<file path="src/rtl/cpu_pkg.sv">
// Shared CPU definitions: encodings and the fetch-stage state type.
package cpu_pkg;

  localparam logic [31:0] NOP_WORD   = 32'h0000_0000;
  localparam logic [31:0] HALT_INSTR = 32'hFFFF_FFFF;

  typedef enum logic [1:0] {
    FS_RUN,
    FS_DRAIN,
    FS_HALTED
  } fetch_state_e;

endpackage

</file>
<file path="src/rtl/if_id_reg.sv">
// Pipeline register with load enable and a synchronous bubble load.
// A bubble takes priority over the enable so a squash always wins over a stall.
module if_id_reg
  import cpu_pkg::*;
#(
  parameter int unsigned DataW = 32
) (
  input  logic             clk_i,
  input  logic             reset_i,
  input  logic             en_i,
  input  logic             bubble_i,
  input  logic [DataW-1:0] instr_i,
  input  logic [DataW-1:0] pc_plus4_i,
  output logic [DataW-1:0] instr_o,
  output logic [DataW-1:0] pc_plus4_o,
  output logic             valid_o
);

  logic [DataW-1:0] instr_d, instr_q;
  logic [DataW-1:0] pc_plus4_d, pc_plus4_q;
  logic             valid_d, valid_q;

  always_comb begin
    instr_d    = instr_q;
    pc_plus4_d = pc_plus4_q;
    valid_d    = valid_q;
    if (bubble_i) begin
      instr_d    = DataW'(NOP_WORD);
      pc_plus4_d = '0;
      valid_d    = 1'b0;
    end else if (en_i) begin
      instr_d    = instr_i;
      pc_plus4_d = pc_plus4_i;
      valid_d    = 1'b1;
    end
  end

  always_ff @(posedge clk_i) begin
    if (reset_i) begin
      instr_q    <= '0;
      pc_plus4_q <= '0;
      valid_q    <= 1'b0;
    end else begin
      instr_q    <= instr_d;
      pc_plus4_q <= pc_plus4_d;
      valid_q    <= valid_d;
    end
  end

  assign instr_o    = instr_q;
  assign pc_plus4_o = pc_plus4_q;
  assign valid_o    = valid_q;

endmodule

</file>
<file path="src/rtl/fetch_stage.sv">
// Instruction fetch: PC register, IF/ID register, stall/flush handling and halt drain.
// Fetching the halt word freezes the PC and feeds bubbles until the pipeline is empty.
module fetch_stage #(
  parameter logic [31:0] RESET_PC     = 32'h0000_0000,
  parameter logic [31:0] HALT_INSTR   = cpu_pkg::HALT_INSTR,
  parameter int unsigned DRAIN_CYCLES = 4,
  parameter int unsigned CNT_W        = 16
) (
  input  logic             clk,
  input  logic             reset,
  input  logic             pc_enable,
  input  logic             instr_enable,
  input  logic             redirectE,
  input  logic [31:0]      targetE,
  output logic [31:0]      imem_addr,
  input  logic [31:0]      imem_rdata,
  output logic [31:0]      instrD,
  output logic [31:0]      pc_plus4D,
  output logic             validD,
  output logic             flushD,
  output logic             halted,
  output logic [CNT_W-1:0] stall_cnt,
  output logic [CNT_W-1:0] flush_cnt
);

  import cpu_pkg::*;

  // The drain counter holds remaining bubbles minus one, so it halts on reaching zero.
  localparam logic [3:0] DrainLoad = 4'(DRAIN_CYCLES - 1);

  fetch_state_e     state_d, state_q;
  logic [31:0]      pc_d, pc_q;
  logic [3:0]       drain_d, drain_q;
  logic [CNT_W-1:0] stall_cnt_d, stall_cnt_q;
  logic [CNT_W-1:0] flush_cnt_d, flush_cnt_q;
  logic             ifid_en;
  logic             ifid_bubble;
  logic [31:0]      pc_plus4;

  assign pc_plus4 = pc_q + 32'd4;

  always_comb begin
    state_d     = state_q;
    pc_d        = pc_q;
    drain_d     = drain_q;
    stall_cnt_d = stall_cnt_q;
    flush_cnt_d = flush_cnt_q;
    ifid_en     = 1'b0;
    ifid_bubble = 1'b0;
    unique case (state_q)
      FS_RUN: begin
        if (redirectE) begin
          // Stall inputs are ignored: the stalled ID instruction is squashed anyway.
          pc_d        = targetE;
          ifid_bubble = 1'b1;
          flush_cnt_d = flush_cnt_q + 1'b1;
        end else if (!pc_enable) begin
          stall_cnt_d = stall_cnt_q + 1'b1;
          ifid_en     = instr_enable;
        end else if (imem_rdata == HALT_INSTR) begin
          ifid_bubble = 1'b1;
          drain_d     = DrainLoad;
          state_d     = FS_DRAIN;
        end else begin
          pc_d    = pc_plus4;
          ifid_en = instr_enable;
        end
      end
      FS_DRAIN: begin
        ifid_bubble = 1'b1;
        if (redirectE) begin
          // An older branch still in flight overrides the halt.
          pc_d    = targetE;
          state_d = FS_RUN;
        end else if (drain_q == 4'd0) begin
          state_d = FS_HALTED;
        end else begin
          drain_d = drain_q - 4'd1;
        end
      end
      FS_HALTED: begin
      end
      default: state_d = FS_RUN;
    endcase
  end

  always_ff @(posedge clk) begin
    if (reset) begin
      state_q     <= FS_RUN;
      pc_q        <= RESET_PC;
      drain_q     <= '0;
      stall_cnt_q <= '0;
      flush_cnt_q <= '0;
    end else begin
      state_q     <= state_d;
      pc_q        <= pc_d;
      drain_q     <= drain_d;
      stall_cnt_q <= stall_cnt_d;
      flush_cnt_q <= flush_cnt_d;
    end
  end

  if_id_reg #(
    .DataW(32)
  ) u_if_id_reg (
    .clk_i     (clk),
    .reset_i   (reset),
    .en_i      (ifid_en),
    .bubble_i  (ifid_bubble),
    .instr_i   (imem_rdata),
    .pc_plus4_i(pc_plus4),
    .instr_o   (instrD),
    .pc_plus4_o(pc_plus4D),
    .valid_o   (validD)
  );

  assign imem_addr = pc_q;
  assign flushD    = redirectE;
  assign halted    = (state_q == FS_HALTED);
  assign stall_cnt = stall_cnt_q;
  assign flush_cnt = flush_cnt_q;

endmodule
</file>
<file path="config.mk">
export PLATFORM = sky130hd
export DESIGN_NAME = fetch_stage
export DESIGN_NICKNAME = d
export VERILOG_FILES = /design/src/rtl/cpu_pkg.sv /design/src/rtl/if_id_reg.sv /design/src/rtl/fetch_stage.sv
export SDC_FILE = /design/constraint.sdc
export NUM_CORES = 1
export LEC_CHECK = 0
export CAP_MARGIN = 20
export CORE_AREA = 3 3 151 109
export DETAILED_ROUTE_END_ITERATION = 7
export DIE_AREA = 0 0 154 112
export MAX_ROUTING_LAYER = met4
export PLACE_DENSITY = 0.76
export SKIP_CTS_REPAIR_TIMING = 1
export SYNTH_ARGS = -nofsm -noshare
export SYNTH_HDL_FRONTEND = slang
export SYNTH_SLANG_ARGS = --single-unit
</file>
<file path="constraint.sdc">
create_clock -name clk -period 2 [get_ports clk]
set_input_delay 0.4 -clock clk [delete_from_list [all_inputs] [get_ports clk]]
set_output_delay 0.4 -clock clk [all_outputs]
set_load 0.02 [all_outputs]
</file>
==> flow_summary.yaml <==
run_status:
  outcome: "finished, final reports clean"
clock_network:
  ctsLongestPathBuffers: 2
  clk_pin_slew_ns: 0.06
  worst_skew_pair.late_latency_ns: 0.41
  cts_sinks: 135
  cts_buffers: 17
  cts_tree: "done"
  cts_root_buffer: "clkbuf_16"
  htree_num_levels: 4
sta:
  max_slew_margin: 0.481
  worst_slew_pin_slew_ns: 0.779
  hold_viol_final: 0
  max_freq_ghz: 0.505
  period_share: 0.989
  drv_slew: 0
  clock-skew-final_ns: 0.0124
  setup_viol: 0
  post-route-min-period_ns: 1.98
power:
  netSwitchingPower_mw: 1.93
  p_int_mw: 5.41
  p_leak_nw: 4.00
  ir_drop_uv: 549
  power_frac_seq: 0.391
  swShare: 0.263
  power_density_nw_per_um2: 700
  comb_power_share: 0.158
  clockPowerShare: 0.452
setup_path:
  reg2regPathDepth: 5
  crit_path_start_kind: "primary input"
  crit_chain: "clkdlybuf4s50_1, nand4_1, nor4_4, buf_6, buf_4, a31oi_4, buf_12, buf_12, nor2_1, a211oi_1"
  r2r-end: "imem_addr[25]"
  worstPathRequired_ns: 2.30
  r2r_slack_ns: 0.05
  cp_slowest_stage_delay_ns: 0.50
  worst-path-buf-inv: 5
  cp_max_fo: 23
  worst-endpoint-arrival_ns: 2.27
  critical_path.slowest_cell: "clkdlybuf4s50_1"
  worstSetupPathDepth: 10
  end_kind: "register"
  r2r-start: "imem_addr[16]"
  criticalPathCategory: "primary input to register"
  crit_family: "buffers and inverters"
  cpMostUsedCell: "buf_12"
global_route:
  grt_start_max_net_pins: 68
  overflow: 0
  grt_pass1_vias: 6563
  track_usage: 0.245
  grt_pass1_wl_mm: 34.0
  antenna_found_initial: 0
yosys:
  yosys-top-cells-area: "dfxtp_1, nand2_1, a21oi_1"
  syn_nets: 869
  syn-cell-area_sq_um: 6440
  async_reset_ff_frac: 0
  ys_warn_count: 0
  yosys.area.top_type: "dfxtp_1"
  ys_ff_latch: 135
  ys_seq_area_frac: 0.420
  synth.avg_cell_area_sq_um: 8.10
  synth_cell_types: 56
  synth_enable_flop_cells: 0
  synth_top_area_frac: 0.420
  synth_top_flop_cell: "dfxtp_1"
  synthCells: 795
die:
  initial_core_util: 0.422
  core_area_sq_um: 15300
  placementRows: 38
  fp.dieW_um: 154
  die-area_sq_um: 17200
  die-height_um: 112
  io_pins: 200
finish:
  n_fill_cell: 1191
  area_growth_pct: 62.8
  drive_above_1_share: 0.193
  fin_nets: 1143
  finish.instance_area_sq_um: 10500
  fin_util: 0.687
placement:
  placement.io_buffers: 199
  placed_area_sq_um: 9270
  dp_hpwl_mm: 15.3
  routabilityCongestion: 0.886
route:
  drt_pass1_iterations: 6
  dr.first_iter.drc_count: 704
  wl_mm: 23.3
  drc: 0
  ant_nets: 0
  viasPerCell: 5.66
  wl_per_cell_um: 18.2
  vias: 7257
hold_path:
  min_to: "u_if_id_reg.instr_o[18]"
  hp-start: "imem_rdata[18]"
  min_path_type: "primary input to register"
  min_path_cells: 3
job:
  cap_violations: 0
worst reg2reg max path, cell delays in order, from the launching register on:
cell and delay (ns):
dfxtp_2 0.35, and4_4 0.28, nand4_4 0.16, or4_4 0.58
o31a_1 0.31, o32ai_2 0.19
power groups by stage:
stage                     clock [mW]  combinational [mW]  sequential, mW
after global placement             0                1.04            2.92
after detailed placement           0                1.04            2.92
after global routing            3.47                1.22            2.88
after CTS                       3.35                1.05            2.86
after floorplan                    0               0.385            3.01
final                           3.32                1.16            2.87
worst max path at each step:
stage	end	from	slack (ns)
after floorplan	imem_addr[25]	imem_addr[6]	0.01
after global placement	imem_addr[4]	imem_rdata[28]	-0.46
after detailed placement	imem_addr[4]	imem_rdata[25]	-0.51
after CTS	halted	state_q[1]	-0.21
after global routing	u_if_id_reg.pc_plus4_o[5]	imem_rdata[17]	-0.02
final	u_if_id_reg.pc_plus4_o[5]	imem_rdata[17]	0.02
cell usage after synthesis, types with 3 or more instances:
cell type	count
a211oi_1	23
a21oi_1	60
a221oi_1	3
a22oi_1	11
a2bb2oi_1	9
a311oi_1	3
a31o_2	4
a31oi_1	5
and3_1	5
and4_1	6
buf_1	4
buf_2	25
buf_4	3
clkbuf_1	29
clkbuf_2	3
dfxtp_1	135
ha_1	5
inv_1	13
mux2i_1	3
nand2_1	121
nand2b_1	4
nand3_1	24
nand3b_1	3
nand4_1	27
nor2_1	80
nor2b_1	4
nor3_1	37
nor4_1	16
o21ai_0	18
o22ai_1	3
o31a_1	4
o31ai_1	6
o32ai_1	16
or3_1	9
xnor2_1	32
xor2_1	15
per-layer routing:
layer,routed length [um],up-vias,GRT usage
met5,0,-,-
met3,2390,35,0.0591
met4,316,0,0.0647
li1,-,3415,-
met1,10300,3410,0.353
met2,10300,397,0.344
stage by stage:
| step | power [mW] | worst slack (ns) | setup TNS [ns] | instances | hold WS (ns) |
|---|---|---|---|---|---|
| floorplan | 3.40 | 0.0111 | 0 | 795 | 0.446 |
| global placement | 3.95 | -0.464 | -43.44 | 1228 | 0.442 |
| detailed placement | 3.96 | -0.512 | -45.21 | 1228 | 0.447 |
| CTS | 7.26 | -0.206 | -2.17 | 1260 | 0.456 |
| global route | 7.57 | -0.0216 | -0.245 | 1282 | 0.278 |
| finish | 7.34 | 0.0211 | 0 | 1283 | 0.283 |
placed cells by master, fill, tap and decap left out, drive strengths merged, types with 17 or more instances in the layout:
cell and count:
o21ai 19, inv 17, nand3 24, nor2 80, nor3 37, clkbuf 28, nand2 122, nand4 28
dlymetal6s2s 28, clkdlybuf4s50 170, nor4 19, buf 113, o32ai 17, a21oi 61, dfxtp 135, a211oi 24
xnor2 32
logic make-up (layout without fill, tap and decap cells):
kind of cell / after synthesis / after routing / share of synthesized area
AOI/OAI and AO/OA: 178 / 178 / 0.187
xor gates and xnor gates: 47 / 47 / 0.0639
adders and majority gates: 5 / 5 / 0.00971
buffers and inverters: 77 / 364 / 0.0521
DFF: 135 / 135 / 0.420
muxes: 3 / 3 / 0.00466
other: 0 / 1 / 0
and+or+nand+nor: 350 / 350 / 0.263
layout make-up:
type | instances | area, sq um | share of cell area
multi-input combinational | 583 | 3570 | 0.341
timing repair buffer | 319 | 3260 | 0.311
sequential | 135 | 2730 | 0.260
clock buffer | 20 | 457 | 0.0436
tap | 200 | 250 | 0.0239
clock inverter | 12 | 165 | 0.0157
inverter | 13 | 48.8 | 0.00465
antenna | 1 | 2.50 | 0.000239
state kept, by name (all words and copies together) (netlist names):
register and cells:
imem_addr 32, u_if_id_reg.instr_o 32, u_if_id_reg.pc_plus4_o 32, flush_cnt 16
stall_cnt 16, drain_q 4, state_q 2, u_if_id_reg.valid_o 1
Power figures use the tool's default switching activity.
